## config.mk

```make
export PLATFORM = sky130hd
export DESIGN_NAME = interrupt_source_control
export DESIGN_NICKNAME = d
export VERILOG_FILES = /design/src/rtl/interrupt_source_control.sv
export SDC_FILE = /design/constraint.sdc
export NUM_CORES = 1
export LEC_CHECK = 0
export CORE_MARGIN = 2
export CORE_UTILIZATION = 40
export CTS_BUF_LIST = sky130_fd_sc_hd__clkbuf_8
export CTS_CLUSTER_DIAMETER = 40
export DETAILED_ROUTE_END_ITERATION = 8
export PLACE_DENSITY = 0.69
export SLEW_MARGIN = 25
export SYNTH_ARGS = -nofsm -noshare
export SYNTH_HDL_FRONTEND = slang
export SYNTH_SLANG_ARGS = --single-unit
export TNS_END_PERCENT = 5
```

## constraint.sdc

```tcl
create_clock -name phi2 -period 1.45 [get_ports phi2]
set_input_delay 0.29 -clock phi2 [delete_from_list [all_inputs] [get_ports phi2]]
set_output_delay 0.29 -clock phi2 [all_outputs]
set_load 0.05 [all_outputs]
```

## src/rtl/interrupt_source_control.sv

```systemverilog
// Interrupt and reset sequencer for a 6502C core: IRQ/NMI status registers,
// NMI pulse shaping and a stretched reset line.
module interrupt_source_control #(
    parameter int unsigned RES_CYCLES = 6,
    parameter int unsigned NMI_PULSE  = 2
) (
    input  logic       phi2,
    input  logic       rstAll_L,
    input  logic       cs,
    input  logic       nRW,
    input  logic [1:0] addr,
    input  logic [7:0] dataIn,
    output logic [7:0] dataOut,
    input  logic [7:0] irqSrc,
    input  logic [1:0] nmiSrc,
    input  logic       resetReq,
    output logic       NMI_L,
    output logic       IRQ_L,
    output logic       RES_L
);

    localparam logic [3:0] RES_LOAD = 4'(RES_CYCLES);
    localparam logic [1:0] NMI_LOAD = 2'(NMI_PULSE - 1);

    typedef enum logic [1:0] {NMI_IDLE, NMI_LOW, NMI_GAP} nmi_state_t;
    typedef enum logic {RES_HOLD, RES_RUN} res_state_t;

    nmi_state_t nmi_state_q, nmi_state_d;
    res_state_t res_state_q, res_state_d;
    logic [1:0] nmi_cnt_q, nmi_cnt_d;
    logic       nmi_pend_q, nmi_pend_d;
    logic [3:0] res_cnt_q, res_cnt_d;
    logic [7:0] irqen_q, irqen_d;
    logic [7:0] irqst_q, irqst_d;
    logic [1:0] nmien_q, nmien_d;
    logic [1:0] nmist_q, nmist_d;
    logic [7:0] irq_dly_q;
    logic [1:0] nmi_dly_q;
    logic [7:0] data_out_q, data_out_d;
    logic       irq_l_q, irq_l_d;

    logic       wr_irqen, wr_irqclr, wr_nmien, wr_nmires, rd_en;
    logic       hold_now, hold_next;
    logic [7:0] irq_set;
    logic [1:0] nmi_set;
    logic       nmi_trig;

    assign wr_irqen  = cs && !nRW && (addr == 2'd0);
    assign wr_irqclr = cs && !nRW && (addr == 2'd1);
    assign wr_nmien  = cs && !nRW && (addr == 2'd2);
    assign wr_nmires = cs && !nRW && (addr == 2'd3);
    assign rd_en     = cs && nRW;

    assign hold_now  = (res_state_q == RES_HOLD);
    assign hold_next = (res_state_d == RES_HOLD);

    // Edges are qualified by the enable in force before this cycle's write.
    assign irq_set  = irqSrc & ~irq_dly_q & irqen_q;
    assign nmi_set  = nmiSrc & ~nmi_dly_q & nmien_q;
    assign nmi_trig = |nmi_set;

    // Reset sequencer next state
    always_comb begin
        res_state_d = res_state_q;
        res_cnt_d   = res_cnt_q;
        if (res_state_q == RES_HOLD) begin
            if (resetReq) begin
                res_cnt_d = RES_LOAD;
            end else if (res_cnt_q <= 4'd1) begin
                res_state_d = RES_RUN;
                res_cnt_d   = 4'd0;
            end else begin
                res_cnt_d = res_cnt_q - 4'd1;
            end
        end else if (resetReq) begin
            res_state_d = RES_HOLD;
            res_cnt_d   = RES_LOAD;
        end
    end

    // Register file; enables stay cleared for as long as reset is (or is about to be) held
    always_comb begin
        irqen_d = hold_next ? 8'h00 : (wr_irqen ? dataIn : irqen_q);
        nmien_d = hold_next ? 2'b00 : (wr_nmien ? dataIn[1:0] : nmien_q);

        irqst_d = irqst_q;
        if (wr_irqclr) begin
            irqst_d = irqst_d & ~dataIn;
        end
        irqst_d = (irqst_d | irq_set) & irqen_d;

        nmist_d = (wr_nmires ? 2'b00 : nmist_q) | nmi_set;

        irq_l_d = ~|(irqst_q & irqen_q);

        data_out_d = 8'h00;
        if (rd_en) begin
            case (addr)
                2'd0:    data_out_d = irqst_q;
                2'd2:    data_out_d = {6'b0, nmist_q};
                default: data_out_d = 8'h00;
            endcase
        end
    end

    // NMI pulse FSM next state; at most one pulse waits in nmi_pend_q
    always_comb begin
        nmi_state_d = nmi_state_q;
        nmi_cnt_d   = nmi_cnt_q;
        nmi_pend_d  = nmi_pend_q | nmi_trig;
        case (nmi_state_q)
            NMI_IDLE: begin
                if (nmi_pend_q) begin
                    nmi_state_d = NMI_LOW;
                    nmi_cnt_d   = NMI_LOAD;
                    nmi_pend_d  = 1'b0;
                end
            end
            NMI_LOW: begin
                if (nmi_cnt_q == 2'd0) begin
                    nmi_state_d = NMI_GAP;
                end else begin
                    nmi_cnt_d = nmi_cnt_q - 2'd1;
                end
            end
            NMI_GAP: begin
                if (nmi_pend_q) begin
                    nmi_state_d = NMI_LOW;
                    nmi_cnt_d   = NMI_LOAD;
                    nmi_pend_d  = 1'b0;
                end else begin
                    nmi_state_d = NMI_IDLE;
                end
            end
            default: begin
                nmi_state_d = NMI_IDLE;
                nmi_pend_d  = 1'b0;
            end
        endcase
        if (hold_now) begin
            nmi_state_d = NMI_IDLE;
            nmi_cnt_d   = 2'd0;
            nmi_pend_d  = 1'b0;
        end
    end

    // Output decode; the core sees no interrupts while its reset line is low
    always_comb begin
        RES_L   = (res_state_q == RES_RUN);
        NMI_L   = !RES_L || (nmi_state_q != NMI_LOW);
        IRQ_L   = !RES_L || irq_l_q;
        dataOut = data_out_q;
    end

    always_ff @(posedge phi2) begin
        if (!rstAll_L) begin
            res_state_q <= RES_HOLD;
            res_cnt_q   <= RES_LOAD;
            nmi_state_q <= NMI_IDLE;
            nmi_cnt_q   <= 2'd0;
            nmi_pend_q  <= 1'b0;
            irqen_q     <= 8'h00;
            irqst_q     <= 8'h00;
            nmien_q     <= 2'b00;
            nmist_q     <= 2'b00;
            irq_dly_q   <= irqSrc;
            nmi_dly_q   <= nmiSrc;
            data_out_q  <= 8'h00;
            irq_l_q     <= 1'b1;
        end else begin
            res_state_q <= res_state_d;
            res_cnt_q   <= res_cnt_d;
            nmi_state_q <= nmi_state_d;
            nmi_cnt_q   <= nmi_cnt_d;
            nmi_pend_q  <= nmi_pend_d;
            irqen_q     <= irqen_d;
            irqst_q     <= irqst_d;
            nmien_q     <= nmien_d;
            nmist_q     <= nmist_d;
            irq_dly_q   <= irqSrc;
            nmi_dly_q   <= nmiSrc;
            data_out_q  <= data_out_d;
            irq_l_q     <= irq_l_d;
        end
    end

endmodule

```

==> impl_metrics.csv <==
group,metric,value,unit
cts,root_buffer,"clkbuf_8",
worst_setup_path,path_cells,"inv_2 > ha_2 > or2_4 > a21oi_4 > buf_12 > buf_12 > a221o_1",
synthesis,avgSynthCellArea,10.8,sq um
cts,cts_sinks,49,
detailed_routing,wl_per_cell,14.8,um
die,core_area,4690,sq um
synthesis,synthAdderAreaFrac,1.94,%
global_route,grt_overflow,0,
cells_and_area,drive_gt1_share,32.1,%
detailed_routing,num_vias,1516,
run,drv_cap,0,
die,ios,36,
sta,hold_viol_final,0,
synthesis,ys_seq_elements,49,
status,status,"complete, but fails checks",
synthesis,synth_top_family_by_area,"simple AND/OR/NAND/NOR gates",
cts,cts.clk_slew.worst_paths,0.08,ns
worst_setup_path,crit_path_max_incr_delay,0.38,ns
synthesis,synth_top_area_share,50.8,%
synthesis,synth_nets,207,
die,die_area,5400,sq um
synthesis,synthMuxAreaShare,6.74,%
place,dp_hpwl,2.81,mm
die,fp.dieW,73.5,um
synthesis,synthesis.area,1930,sq um
power_and_ir_drop,peakVddDrop,381,uV
worst_setup_path,start_kind,"flip-flop",
worst_setup_path,cp_top_family,"flip-flops",
global_route,antenna_found_initial,0,
synthesis,synth_xor_area_share,0.454,%
cts,cts_tree,"done",
worst_setup_path,crit_fanout,5,
synthesis,synth-edff-count,0,
detailed_routing,drt_wl_total,4.32,mm
synthesis,synth_cells,179,
sta,tightest_slew,0.415,ns
place,place.gp.congestion,0.746,
die,rows,25,
cts,cts_max_path_buffers,2,
cells_and_area,n_antenna_cell,0,
cts,cts.htree.levels,2,
power_and_ir_drop,leakagePower,1.06,nW
synthesis,synth_compound_area_share,15.6,%
synthesis,synthArstFlopShare,0,%
detailed_routing,drc,0,
cells_and_area,area_delta_synth_final,54.0,%
place,dpl_worst_slack,-0.352,ns
global_route,grt_max_degree,24,
cts,cts-buffers-inserted,5,
sta,setup_viol,15,
worst_setup_path,worst_path_most_repeated_cell,"buf_12",
global_route,grt_usage,16.4,%
synthesis,yosysTopAreaCell,"dfxtp_1",
worst_setup_path,cp.required,1.69,ns
cells_and_area,nets,266,
sta,slew_headroom,71.6,%
sta,min_period,1.49,ns
worst_setup_path,arrival,1.73,ns
worst_setup_path,worstSetupEndpointType,"flip-flop",
sta,clock.fmax,673,MHz
die,initial_core_util,41.1,%
status,violations,"negative setup slack",
detailed_routing,avgViaCountPerCell,5.21,
synthesis,yosys_most_used_dff,"dfxtp_1",
worst_setup_path,path_class,"flip-flop to flip-flop",
detailed_routing,drt_iter0_markers,41,
synthesis,synth_top_cells_by_area,"dfxtp_1 (51%), mux2i_1 (6.7%), a2111oi_2 (5.4%), nor3_1 (3.1%), nand3b_1 (3.1%)",
worst_hold_path,holdCritPathClass,"input pin to flip-flop",
synthesis,ys_seq_area_share,50.8,%
synthesis,synthSimpleGateAreaFrac,19.2,%
global_route,grt_pass1_vias,1470,
power_and_ir_drop,power_density,788,nW/um^2
sta,clock_skew,0.00563,ns
synthesis,ys_warn_count,0,
sta,worst_slack,-0.0359,ns
cells_and_area,final_cell_area,2970,sq um
worst_setup_path,path_buf_inv,3,
die,die_y,73.5,um
sta,final_max_slew_viol_count,0,
synthesis,ys_types,40,
place,numPortBuffers,35,
global_route,grt_pass1_wl,6.67,mm
cts,clock_latency,0.30,ns
sta,finalCritPeriodShare,102,%
worst_setup_path,cp_slowest_cell,"dfxtp_4",
detailed_routing,final_antenna_net_count,0,
detailed_routing,firstDrtPassIters,4,
place,placed_cell_area,2550,sq um
sta,grt_setup_unrepaired,"true",
where the power goes:
part	leakage [nW]	internal, W	switching [W]	total (W)
registers	0.401	0.00136	0.00000846	0.00137
clock network	0.0399	0.000318	0.000423	0.000741
logic	0.617	0.000137	0.0000959	0.000233
cell usage after synthesis (4+ instances only):
master / instances
dfxtp_1: 49
mux2i_1: 13
inv_1: 14
nor3_1: 12
a21oi_1: 4
a2111oi_2: 7
a22oi_1: 4
nand3b_1: 8
nor2b_1: 4
and2_1: 7
nand2_1: 4
nor2_1: 9
o21ai_0: 8
registers in the layout, indices dropped and copies added (netlist names):
signal,cells
irqen_q,8
nmi_pend_q,1
nmi_state_q,2
nmi_dly_q,2
irqst_q,8
RES_L,1
irq_dly_q,8
nmien_q,2
irq_l_q,1
nmist_q,2
nmi_cnt_q,2
dataOut,8
res_cnt_q,4
per-layer routing:
layer  up-vias  GRT usage (%)  wire, um
li1        766              -         -
met1       721           20.5      1950
met2        24           26.7      2160
met3         5           4.25       138
met4         0           6.67        70
met5         -              0         0
kinds of logic after synthesis:
group                      count (synthesis)
and+or+nand+nor                           59
DFF                                       49
AOI/OAI and AO/OA                         33
buffers and inverters                     21
muxes                                     13
adders and majority gates                  3
xor gates and xnor gates                   1
layout make-up:
cell class | count | area, sq um
clock buffers | 5 | 68.8
flip-flops and latches | 49 | 992
clock inverters | 1 | 5.00
repair buffers | 59 | 741
fillers | 362 | 1720
well taps | 54 | 67.6
inverters | 14 | 52.6
multi-input cells | 109 | 1050
worst register-to-register path, stage by stage (launching register included):
cell	delay, ns
dfxtp_4	0.38
inv_2	0.03
ha_2	0.17
or2_4	0.27
a21oi_4	0.18
buf_12	0.15
buf_12	0.12
a221o_1	0.13
path summary, 6_finish.rpt:
path | startpoint | endpoint | slack (ns) | cells past startpoint
setup / recovery | res_cnt_q[0] | res_cnt_q[1] | -0.04 | 7
hold / removal | irqSrc[5] | irq_dly_q[5] | 0.46 | 1
hold reg to reg | irqst_q[4] | dataOut[4] | 0.49 | 1
setup reg to reg | res_cnt_q[0] | res_cnt_q[1] | -0.04 | 7
per-stage QoR:
step                      util (%)  total power (W)  std cells  TNS (ns)  hold WS, ns
after global placement        54.5          0.00159        278     -6.23        0.478
after detailed placement      54.5          0.00159        278     -6.75        0.477
after global routing          63.4          0.00245        291     -1.10        0.463
after CTS                     59.0          0.00234        288    -0.143        0.454
after floorplan                  -          0.00147        179         0        0.318
final                         63.4          0.00234        291    -0.181        0.456
repair_timing:
item	4_1_cts	5_1_grt
hold buffers	0	0
setup endpoints to repair	21	22
gates cloned	2	1
pin swaps	3	8
buffers inserted	2	2
gates resized for setup	19	27
layout by cell type, fill, tap and decap left out, drive strengths merged, types with 2 or more instances in the layout:
master / n
buf: 34
dfxtp: 49
inv: 14
nor3: 12
dlymetal6s2s: 4
a211oi: 2
nand2: 4
nand2b: 3
nand3b: 8
nand4b: 2
clkdlybuf4s50: 20
a22oi: 4
a2111oi: 9
mux2i: 13
nor2b: 4
nor2: 9
and2: 7
ha: 3
o21ai: 8
a21oi: 4
clkbuf: 6
No activity file was read; power rests on OpenSTA's default activity.
